===== src/rtl/dmem_bus_pkg.sv =====
// Shared types for the data-memory bus bridge.
// FSM states, request/response bundles, timeout default.
package dmem_bus_pkg;

  localparam int DMEM_DW = 32;
  localparam int DMEM_MW = DMEM_DW / 8;
  localparam int DMEM_TIMEOUT_DEFAULT = 64;

  typedef enum logic [1:0] {
    IDLE,
    REQ,
    RESP,
    DONE
  } state_t;

  typedef struct packed {
    logic               we;
    logic [DMEM_DW-1:0] addr;
    logic [DMEM_DW-1:0] wdata;
    logic [DMEM_MW-1:0] mask;
  } dmem_bus_req_t;

  typedef struct packed {
    logic [DMEM_DW-1:0] rdata;
    logic               err;
  } dmem_bus_rsp_t;

  function automatic logic [DMEM_DW-1:0] word_addr(
    input logic [DMEM_DW-1:0] a
  );
    return {a[DMEM_DW-1:2], 2'b00};
  endfunction

endpackage


===== src/rtl/bus_timeout_counter.sv =====
// Access watchdog for the dmem bus bridge.
// Saturates at TIMEOUT_CYCLES so expiry stays asserted.
module bus_timeout_counter
  import dmem_bus_pkg::*;
#(
  parameter int TIMEOUT_CYCLES = DMEM_TIMEOUT_DEFAULT,
  localparam int CNT_WIDTH = $clog2(TIMEOUT_CYCLES + 1)
) (
  input  logic clk,
  input  logic arst,
  input  logic clear_i,
  input  logic enable_i,
  output logic expired_o
);

  localparam logic [CNT_WIDTH-1:0] CNT_MAX =
    CNT_WIDTH'(TIMEOUT_CYCLES);
  localparam logic [CNT_WIDTH-1:0] CNT_EXP =
    CNT_WIDTH'(TIMEOUT_CYCLES - 1);

  logic [CNT_WIDTH-1:0] cnt_q;
  logic [CNT_WIDTH-1:0] cnt_d;

  // Clear wins; otherwise count busy cycles up to the cap.
  always_comb begin
    cnt_d = cnt_q;
    if (clear_i) begin
      cnt_d = '0;
    end else if (enable_i && (cnt_q != CNT_MAX)) begin
      cnt_d = cnt_q + CNT_WIDTH'(1);
    end
  end

  // Counter register.
  always_ff @(posedge clk or posedge arst) begin
    if (arst) begin
      cnt_q <= '0;
    end else begin
      cnt_q <= cnt_d;
    end
  end

  assign expired_o = (cnt_q >= CNT_EXP);

endmodule


===== src/rtl/dmem_bus_bridge.sv =====
// Memory-stage to data-memory bus bridge.
// One access in flight; stalls the core until done.
module dmem_bus_bridge
  import dmem_bus_pkg::*;
#(
  parameter int DATA_WIDTH = DMEM_DW,
  parameter int TIMEOUT_CYCLES = DMEM_TIMEOUT_DEFAULT,
  localparam int MASK_SIZE = DATA_WIDTH / 8
) (
  input  logic                  clk,
  input  logic                  arst,
  input  logic                  cpu_req_valid,
  input  logic                  cpu_req_we,
  input  logic [DATA_WIDTH-1:0] cpu_addr,
  input  logic [DATA_WIDTH-1:0] cpu_wdata,
  input  logic [MASK_SIZE-1:0]  cpu_mask,
  output logic                  cpu_stall,
  output logic [DATA_WIDTH-1:0] cpu_rdata,
  output logic                  cpu_done,
  output logic                  cpu_err,
  output logic                  bus_req_valid,
  input  logic                  bus_req_ready,
  output logic                  bus_we,
  output logic [DATA_WIDTH-1:0] bus_addr,
  output logic [DATA_WIDTH-1:0] bus_wdata,
  output logic [MASK_SIZE-1:0]  bus_mask,
  input  logic                  bus_rsp_valid,
  input  logic [DATA_WIDTH-1:0] bus_rdata,
  input  logic                  bus_rsp_err
);

  state_t        state_q;
  state_t        state_d;
  dmem_bus_req_t req_q;
  dmem_bus_req_t req_d;
  dmem_bus_rsp_t rsp_q;
  dmem_bus_rsp_t rsp_d;

  logic cnt_clr;
  logic cnt_en;
  logic expired;

  assign cnt_clr = (state_q == IDLE);
  assign cnt_en  = (state_q == REQ) ||
                   (state_q == RESP);

  bus_timeout_counter #(
    .TIMEOUT_CYCLES(TIMEOUT_CYCLES)
  ) u_tmo (
    .clk      (clk),
    .arst     (arst),
    .clear_i  (cnt_clr),
    .enable_i (cnt_en),
    .expired_o(expired)
  );

  // Next state, request capture and response capture.
  always_comb begin
    state_d = state_q;
    req_d   = req_q;
    rsp_d   = rsp_q;
    unique case (state_q)
      IDLE: begin
        if (cpu_req_valid) begin
          state_d     = REQ;
          req_d.we    = cpu_req_we;
          req_d.addr  = cpu_addr;
          req_d.wdata = cpu_wdata;
          req_d.mask  = cpu_mask;
        end
      end
      REQ: begin
        if (bus_req_ready) begin
          state_d = RESP;
        end else if (expired) begin
          state_d     = DONE;
          rsp_d.rdata = '0;
          rsp_d.err   = 1'b1;
        end
      end
      RESP: begin
        if (bus_rsp_valid) begin
          state_d     = DONE;
          rsp_d.rdata = req_q.we ? '0 : bus_rdata;
          rsp_d.err   = bus_rsp_err;
        end else if (expired) begin
          state_d     = DONE;
          rsp_d.rdata = '0;
          rsp_d.err   = 1'b1;
        end
      end
      DONE: begin
        state_d = IDLE;
      end
      default: begin
        state_d = IDLE;
      end
    endcase
  end

  // State, request and response registers.
  always_ff @(posedge clk or posedge arst) begin
    if (arst) begin
      state_q <= IDLE;
      req_q   <= '0;
      rsp_q   <= '0;
    end else begin
      state_q <= state_d;
      req_q   <= req_d;
      rsp_q   <= rsp_d;
    end
  end

  assign cpu_stall = !arst && (
    ((state_q == IDLE) && cpu_req_valid) ||
    (state_q == REQ) ||
    (state_q == RESP));

  assign cpu_done  = (state_q == DONE);
  assign cpu_err   = (state_q == DONE) && rsp_q.err;
  assign cpu_rdata = rsp_q.rdata;

  assign bus_req_valid = (state_q == REQ);
  assign bus_we        = req_q.we;
  assign bus_addr      = word_addr(req_q.addr);
  assign bus_wdata     = req_q.wdata;
  assign bus_mask      = req_q.we ? req_q.mask : '1;

endmodule


===== config.mk =====
export PLATFORM = sky130hd
export DESIGN_NAME = dmem_bus_bridge
export DESIGN_NICKNAME = d
export VERILOG_FILES = /design/src/rtl/dmem_bus_pkg.sv /design/src/rtl/bus_timeout_counter.sv /design/src/rtl/dmem_bus_bridge.sv
export SDC_FILE = /design/constraint.sdc
export NUM_CORES = 1
export LEC_CHECK = 0
export CAP_MARGIN = 20
export CORE_UTILIZATION = 39
export CTS_CLUSTER_DIAMETER = 100
export DETAILED_ROUTE_END_ITERATION = 12
export PLACE_DENSITY = 0.77
export SKIP_CTS_REPAIR_TIMING = 1
export SLEW_MARGIN = 20
export SYNTH_ARGS = -nofsm -noshare
export SYNTH_HDL_FRONTEND = slang
export SYNTH_SLANG_ARGS = --single-unit

===== constraint.sdc =====
create_clock -name clk -period 3.5 [get_ports clk]
set_input_delay 0.7 -clock clk [delete_from_list [all_inputs] [get_ports clk]]
set_output_delay 0.7 -clock clk [all_outputs]
set_load 0.02 [all_outputs]

* Word-level counts from Yosys, hierarchy flattened *
Cells that the tools add are included.

storage, ports and cells
  register bits = 111
  input port bits = 107
  output and inout port bits = 105
  logic and storage cells = 42

operators by class
  $add $sub $neg = 1
  magnitude comparators = 1
  eq/ne operators = 6
  muxes and demuxes = 13
  reductions and logical operators = 13

operator list
  kind                                                                number
  2-to-1 mux 33 bit                                                   3
  one-hot mux 33 bit (2 select lines)                                 1
  2-to-1 mux 32 bit                                                   1
  2-to-1 mux 7 bit                                                    2
  2-to-1 mux 2 bit                                                    4
  one-hot mux 2 bit (4 select lines)                                  1
  adder 7 x 1 -> 7 bit (second input constant)                        1
  greater-or-equal comparator 7 x 6 -> 1 bit (second input constant)  1
  inequality test 7 bit (second input constant)                       1
  equality test 2 bit (second input constant)                         2
  logical AND 1 bit                                                   4
  2-to-1 mux 4 bit                                                    1
  inequality test 2 bit (second input constant)                       2
  AND reduction 2 bit                                                 2
  nonzero test 2 bit                                                  2
  logical OR 1 bit                                                    3
  equality test 2 x 1 -> 1 bit (second input constant)                1
  zero test 2 bit                                                     1
  zero test 1 bit                                                     1

* Longest topological paths before layout *
Gate-level depths: netlist of the first run.

  depth in word-level cells = 5
  gate-level depth with buffers = 7

* Cells and area by module *
A second synthesis of the first run with hierarchy kept.

unflattened totals
  cell total of the unflattened synthesis = 392
  area total of the unflattened synthesis = 5109.9 µm²

by module, submodules not included
  module               times used  cells an instance  area each (µm²)  seq. area each (µm²)
  dmem_bus_bridge      1           344                4650.7           2552.4
  bus_timeout_counter  1           48                 459.2            175.2

* Worst setup path after synthesis of the first run *
No wires, ideal clock.

  kind = input-to-output
  start = input port cpu_req_valid
  end = output port cpu_stall
  data arrival time = 1502 ps
  slack = 1298 ps
  cell stages on the path = 4
  path buffers = 2
  cell sequence = nand2_1 -> buf_2 -> buf_2 -> a21oi_1

on the way
  word-level cells in the longest chain between the ends = 4

ends and longest elaborated chain
  what                line                    RTL
  start: declaration  dmem_bus_bridge.sv:12   input logic cpu_req_valid,
  logical AND 1 bit   dmem_bus_bridge.sv:115  ((state_q == IDLE) && cpu_req_valid) ||
  logical OR 1 bit    dmem_bus_bridge.sv:115
  logical OR 1 bit    dmem_bus_bridge.sv:116  (state_q == REQ) ||
  logical AND 1 bit   dmem_bus_bridge.sv:114  assign cpu_stall = !arst && (
  end: declaration    dmem_bus_bridge.sv:17   output logic cpu_stall,

No other way between the ends.

* Worst setup path after layout of the first run *
  start = register state_q[1]
  end = output port cpu_stall

on the way
  word-level cells in the longest chain between the ends = 5
  elaborated cells between the ends (all ways) = 7
  classes of those cells = eq/ne (2); reduce/logical (5)

ends and longest elaborated chain
  what                      line                    RTL
  start: declaration        dmem_bus_bridge.sv:32   state_t state_q;
  start signal: assignment  dmem_bus_bridge.sv:108  state_q <= state_d;
  zero test 2 bit           dmem_bus_bridge.sv:115
  logical AND 1 bit         dmem_bus_bridge.sv:115
  logical OR 1 bit          dmem_bus_bridge.sv:115
  logical OR 1 bit *        dmem_bus_bridge.sv:116
  logical AND 1 bit *       dmem_bus_bridge.sv:114

Every way passes the cells marked *; elsewhere a longest branch is shown, timed or not.

==> summary.txt, run 1 <==
Outcome
  • Status: finished, final reports clean

Finish
  • Leading cell types in the layout, fill and taps excluded: 207 x clkdlybuf4s50_1, 109 x dfrtp_1, 67 x mux2_2
  • Diode count: 0
  • Final #Nets: 613
  • Fillers: ~1100
  • Fin area: 0.00682 mm²
  • Area delta synth->final: 35.6%
  • Layout cells sized above 1: between 10% and 20%
  • Commonest non-fill, non-tap cell in the layout: clkdlybuf4s50_1

Timing
  • Fmax: 0.348 GHz
  • Pins over their slew limit: 0
  • Final Hold Viols: 0
  • Worst-margin pin slew: a little under 1000 ps
  • Final Setup Violations: 0
  • RSZ-0062 raised after global routing: no
  • Tmin final: 2880 ps
  • Final TNS setup: 0 ps
  • Relative slew margins: 35.6%
  • Fin crit share: between 80% and 90%
  • Final Skew: 6.53 ps

Die
  • Core ar.: 0.0126 mm²
  • Ports: 212
  • Rows: 41
  • Die width: 116 µm
  • Die Footprint: approximately 0.013 mm²
  • Die height: 116 µm
  • Initial Util: 39.8%

Placement
  • Area after DPL: 0.00655 mm²
  • DPL Wire Length: 7.65 mm
  • Placer Congestion: approximately 0.81
  • Number of port buffers: 207

Critical path
  • Worst path depth: 5
  • CP required: ~2800 ps
  • Cell Chain, Critical Path: inv_1, ha_1, nand2_2, a21oi_1, clkdlybuf4s50_1
  • CP delay by family, top: buffers and inverters
  • R2r setup slk: 1250 ps
  • CP Class: flip-flop to output pin
  • CP Launch Type: flip-flop
  • CP bufs+invs: 2
  • Worst path max stage delay: 630 ps
  • CP max FO: 13
  • Reg2Reg Depth: 5
  • Kind of end point of the critical path: output pin
  • CP max-delay cell: clkdlybuf4s50_1
  • Worst Path Arrival: 2180 ps

Clock tree
  • CTS tree: built
  • Htree depth: 3
  • Root Buffer Master: clkbuf_16
  • Clock sink count: 109
  • TritonCTS buffer count: 9
  • CTS max path bufs: 2
  • Skew-Pair Late Insertion Delay: 350 ps
  • Worst-path clk slew: 70 ps

Power and ir drop
  • Switching share of power: between 30 and 40%
  • Static Leak: just under 3 nW
  • Pint: around 4.1 mW
  • PD cells: between 900 and 1000 mW/mm²
  • Combinational share of power: 51.1%
  • Share of power burned in registers: 34.4%
  • Clk network pwr share: 14.4%
  • Max IR drop VDD: 0.339 mV
  • Psw: 2.32 mW

GRT
  • Total GRT Usage: 15.9%
  • Global route total overflow: 0
  • First-pass GRT wire length: 16.1 mm
  • Vias in the first global route: 3213
  • Largest net degree at the start of global routing: 68
  • Initial antenna violation count: 0

Route
  • Via Count: roughly 3100
  • DR iter-0 viols: 101
  • Vias per cell: roughly 4.7
  • ANT nets after route: 0
  • DR pass1 iterations: 4
  • Final wirelength: 10.5 mm
  • Post-DR wirelength/cell: around 15 µm
  • Drt drc: 0

Run
  • Max Cap Viol: 0

Synthesis
  • Dominant synthesized flop cell: dfrtp_1
  • Area share of fa/ha/maj cells after synthesis: 1.49%
  • Netlist cell types: 37
  • Simple-gate area share of the yosys netlist: 3.43%
  • Synth Area in Compound Gates: 8.31%
  • XOR/XNOR share of the synthesized area: less than 1%
  • Netlist Area Pre-Place: 0.00503 mm²
  • Post-synthesis mux area share: 15.2%
  • Yosys reg bits: 109
  • Sequential element share of the synthesized area: 54.2%
  • Fraction of registers with async set/reset: 100%
  • Ys Warns: 0
  • EDFF count, synth: 0
  • Mapped Cells: a little under 400
  • Synth Area per Inst: 13.0 µm²
  • Largest family of logic cells by synthesized area: buffers and inverters

Hold path
  • Hold Path Class: flip-flop to flip-flop
  • Hold Path Depth: 1
==> metal layers <==
metal  routed length, µm  part of all wire (%)  global-route usage (%)  vias up
met5                   0                     0                       0        -
met4                 258                   2.5                    8.14        0
met3                 742                   7.1                    4.60       18
met2                5240                    50                    26.3      129
met1                4230                    40                    18.8     1542
li1                    -                     -                       -     1460
==> path summary, 6_finish.rpt <==
check	from	end
min in group asynchronous	arst	bus_addr[16]
max in group asynchronous	arst	cpu_rdata[23]
worst max-delay path	state_q[1]	cpu_stall
worst max register to register	u_tmo.cnt_q[1]	cpu_rdata[15]
worst min register to register	req_q[2]	req_q[2]
worst min-delay path	req_q[2]	req_q[2]
==> cell usage after synthesis, types with 2 or more instances <==
| library cell | number | area [µm²] |
|---|---|---|
| a21oi_1 | 7 | 35.0 |
| clkbuf_1 | 3 | 11.3 |
| xor2_1 | 3 | 26.3 |
| nand2_1 | 7 | 26.3 |
| nor2_1 | 11 | 41.3 |
| buf_2 | 8 | 40.0 |
| inv_1 | 7 | 26.3 |
| dfrtp_1 | 109 | 2730 |
| ha_1 | 6 | 75.1 |
| nand4_1 | 2 | 12.5 |
| buf_6 | 3 | 33.8 |
| nand2b_1 | 4 | 25.0 |
| a22o_1 | 32 | 280 |
| buf_4 | 96 | 721 |
| mux2_2 | 67 | 754 |
==> power groups by stage <==
stage	registers (mW)	logic (mW)	clock network (mW)
2_1_floorplan	2.14	2.63	0
3_3_place_gp	2.21	3.27	0
3_5_place_dp	2.24	3.33	0
4_1_cts	2.22	3.34	0.964
5_1_grt	2.29	3.50	1.02
6_report	2.22	3.29	0.930
==> final cells by class <==
type | count | area, µm² | area share, %
Clock buffer | 9 | 225 | 3.30
Clock inverter | 7 | 42.5 | 0.624
Inverter | 7 | 30.0 | 0.440
Multi-Input combinational cell | 162 | 1480 | 21.7
Sequential cell | 109 | 2730 | 40.0
Tap cell | 172 | 215 | 3.16
Timing Repair Buffer | 211 | 2100 | 30.8
==> logic make-up (layout without fill, tap and decap cells) <==
| group | Yosys count | in the layout |
|---|---|---|
| AOI/OAI and AO/OA | 49 | 49 |
| xor gates and xnor gates | 4 | 4 |
| adders and majority gates | 6 | 6 |
| buffers and inverters | 117 | 234 |
| DFF | 109 | 109 |
| muxes | 68 | 68 |
| other | 1 | 2 |
| and+or+nand+nor | 33 | 33 |
==> sequential cells by signal, indices dropped and copies added (netlist names) <==
name	cells
bus_addr	30
bus_wdata	32
bus_we	1
cpu_rdata	32
req_q	4
rsp_q	1
state_q	2
u_tmo.cnt_q	7
==> metrics by stage <==
stage	cells	utilization [%]	power (mW)	hold slack, ps	worst slack [ps]
global placement	661	51.9	5.47	480	744
CTS	677	54.0	6.52	502	574
finish	677	54.0	6.44	498	622
global route	677	54.0	6.81	518	478
detailed placement	661	51.9	5.56	482	738
floorplan	388	-	4.77	467	1300
No activity file was read; power rests on OpenSTA's default activity.
==> run 2, diff against run 1 <==
==> constraint.sdc (replaced) <==
create_clock -name clk -period 2.4 [get_ports clk]
set_input_delay 0.48 -clock clk [delete_from_list [all_inputs] [get_ports clk]]
set_output_delay 0.48 -clock clk [all_outputs]
set_load 0.02 [all_outputs]
==> summary.txt, run 2 (same netlist as run 1, synthesis figures left out) <==
Clock tree
  • Worst-path clk slew: 70 ps
  • CTS max path bufs: 2
  • TritonCTS buffer count: 9
  • Skew-Pair Late Insertion Delay: between 300 and 400 ps
  • Root Buffer Master: clkbuf_16
  • Htree depth: 3
  • CTS tree: built
  • Clock sink count: about 110

Route
  • Final wirelength: 10.6 mm
  • ANT nets after route: 0
  • DR pass1 iterations: 5
  • DR iter-0 viols: 138
  • Vias per cell: roughly 4.7
  • Drt drc: 0
  • Post-DR wirelength/cell: 15.6 µm
  • Via Count: 3194

Critical path
  • CP required: around 1900 ps
  • CP bufs+invs: 2
  • Cell Chain, Critical Path: inv_1, ha_1, clkdlybuf4s50_1
  • Worst path max stage delay: approximately 630 ps
  • Reg2Reg Depth: 6
  • R2r endpoint: cpu_rdata[15]
  • CP max FO: 5
  • Kind of end point of the critical path: output pin
  • R2r setup slk: slightly below 600 ps
  • CP max-delay cell: clkdlybuf4s50_1
  • Worst Path Arrival: 1730 ps
  • CP Class: flip-flop to output pin
  • Worst r2r src: u_tmo.cnt_q[0]
  • CP delay by family, top: buffers and inverters
  • CP Launch Type: flip-flop

Finish
  • Commonest non-fill, non-tap cell in the layout: clkdlybuf4s50_1
  • Final #Nets: around 620
  • Fin util: a little over half
  • Final std cells w/o fill: 680
  • Diode count: 0
  • Area delta synth->final: 37.3%
  • Fillers: 1090
  • Multi-input gate area: 0.00148 mm²
  • Fin area: 0.00691 mm²
  • Leading cell types in the layout, fill and taps excluded: 206 x clkdlybuf4s50_1, 109 x dfrtp_1, 67 x mux2_2
  • Register area: 0.00273 mm²
  • Layout cells sized above 1: 19.1%

Die
  • Die width: roughly 120 µm
  • Die height: around 120 µm
  • Ports: approximately 210
  • Die Footprint: 0.0134 mm²
  • Core ar.: 0.0126 mm²
  • Initial Util: 39.8%
  • Rows: just over 40

Timing
  • Final Hold Viols: 0
  • Final worst slack: 190 ps
  • Fmax: between 0.4 and 0.5 GHz
  • Fin crit share: just over 90%
  • RSZ-0062 raised after global routing: no
  • Hold slack: 502 ps
  • Final Setup Violations: 0
  • Pins over their slew limit: 0
  • Final Skew: 10.8 ps
  • Tmin final: 2210 ps
  • Final TNS setup: 0 ps

Power and ir drop
  • Max IR drop VDD: 0.497 mV
  • Static Leak: 2.96 nW
  • Total power: 9.50 mW
  • PD cells: 1380 mW/mm²

Placement
  • Placer Congestion: 0.797
  • Post-Place Cells: ~660
  • Pre-CTS setup slack: approximately 59 ps
  • Area after DPL: 0.00663 mm²
  • DPL Wire Length: 7.87 mm
  • Number of port buffers: 207

GRT
  • Vias in the first global route: 3227
  • First-pass GRT wire length: between 15 and 20 mm
  • Global route total overflow: 0
  • Total GRT Usage: 15.9%
  • Largest net degree at the start of global routing: 68
  • Initial antenna violation count: 0

Hold path
  • WHS Endpoint: req_q[1]
  • Hold Path Depth: 1
  • Hold Path Class: flip-flop to flip-flop
  • Hold path start: req_q[1]

Run
  • Max Cap Viol: 0

Outcome
  • Status: finished, final reports clean
-- run 2: per-layer routing --
layer	global-route usage (%)	wire length (µm)
met1	17.7	4030
met2	28.1	5560
met3	5.07	802
met4	6.75	191
met5	0	0
-- run 2: worst register-to-register path, cell delays in order (launching register included) --
cell and delay, ps:
dfrtp_1 420, ha_1 280, a211o_1 300, o211a_1 160
o221ai_4 190, buf_12 210, a22o_1 190
-- run 2: final cells by class --
type,instances,area share (%)
clock buffer,13,3.77
clock inverter,3,0.272
inverter,7,0.435
multi-input combinational,162,21.4
sequential,109,39.5
tap,172,3.12
timing repair buffer,214,31.5
-- run 2: report_power, final --
group / total (mW) / internal, mW / switching, mW / leakage [nW]
clock: 1.40 / 0.762 / 0.642 / 0.140
sequential: 3.24 / 2.74 / 0.503 / 1.33
combinational: 4.85 / 2.61 / 2.24 / 1.49
total: 9.50 / 6.11 / 3.39 / 2.96
-- run 2: worst max path at each step --
stage / startpoint / end / slack (ps) / cells past startpoint
finish: state_q[1] / bus_req_valid / 190 / 3
floorplan: state_q[0] / cpu_stall / 430 / 6
CTS: state_q[1] / cpu_stall / -50 / 5
global route: state_q[1] / bus_req_valid / 80 / 3
global placement: cpu_req_valid / cpu_stall / 70 / 4
detailed placement: cpu_req_valid / cpu_stall / 60 / 4
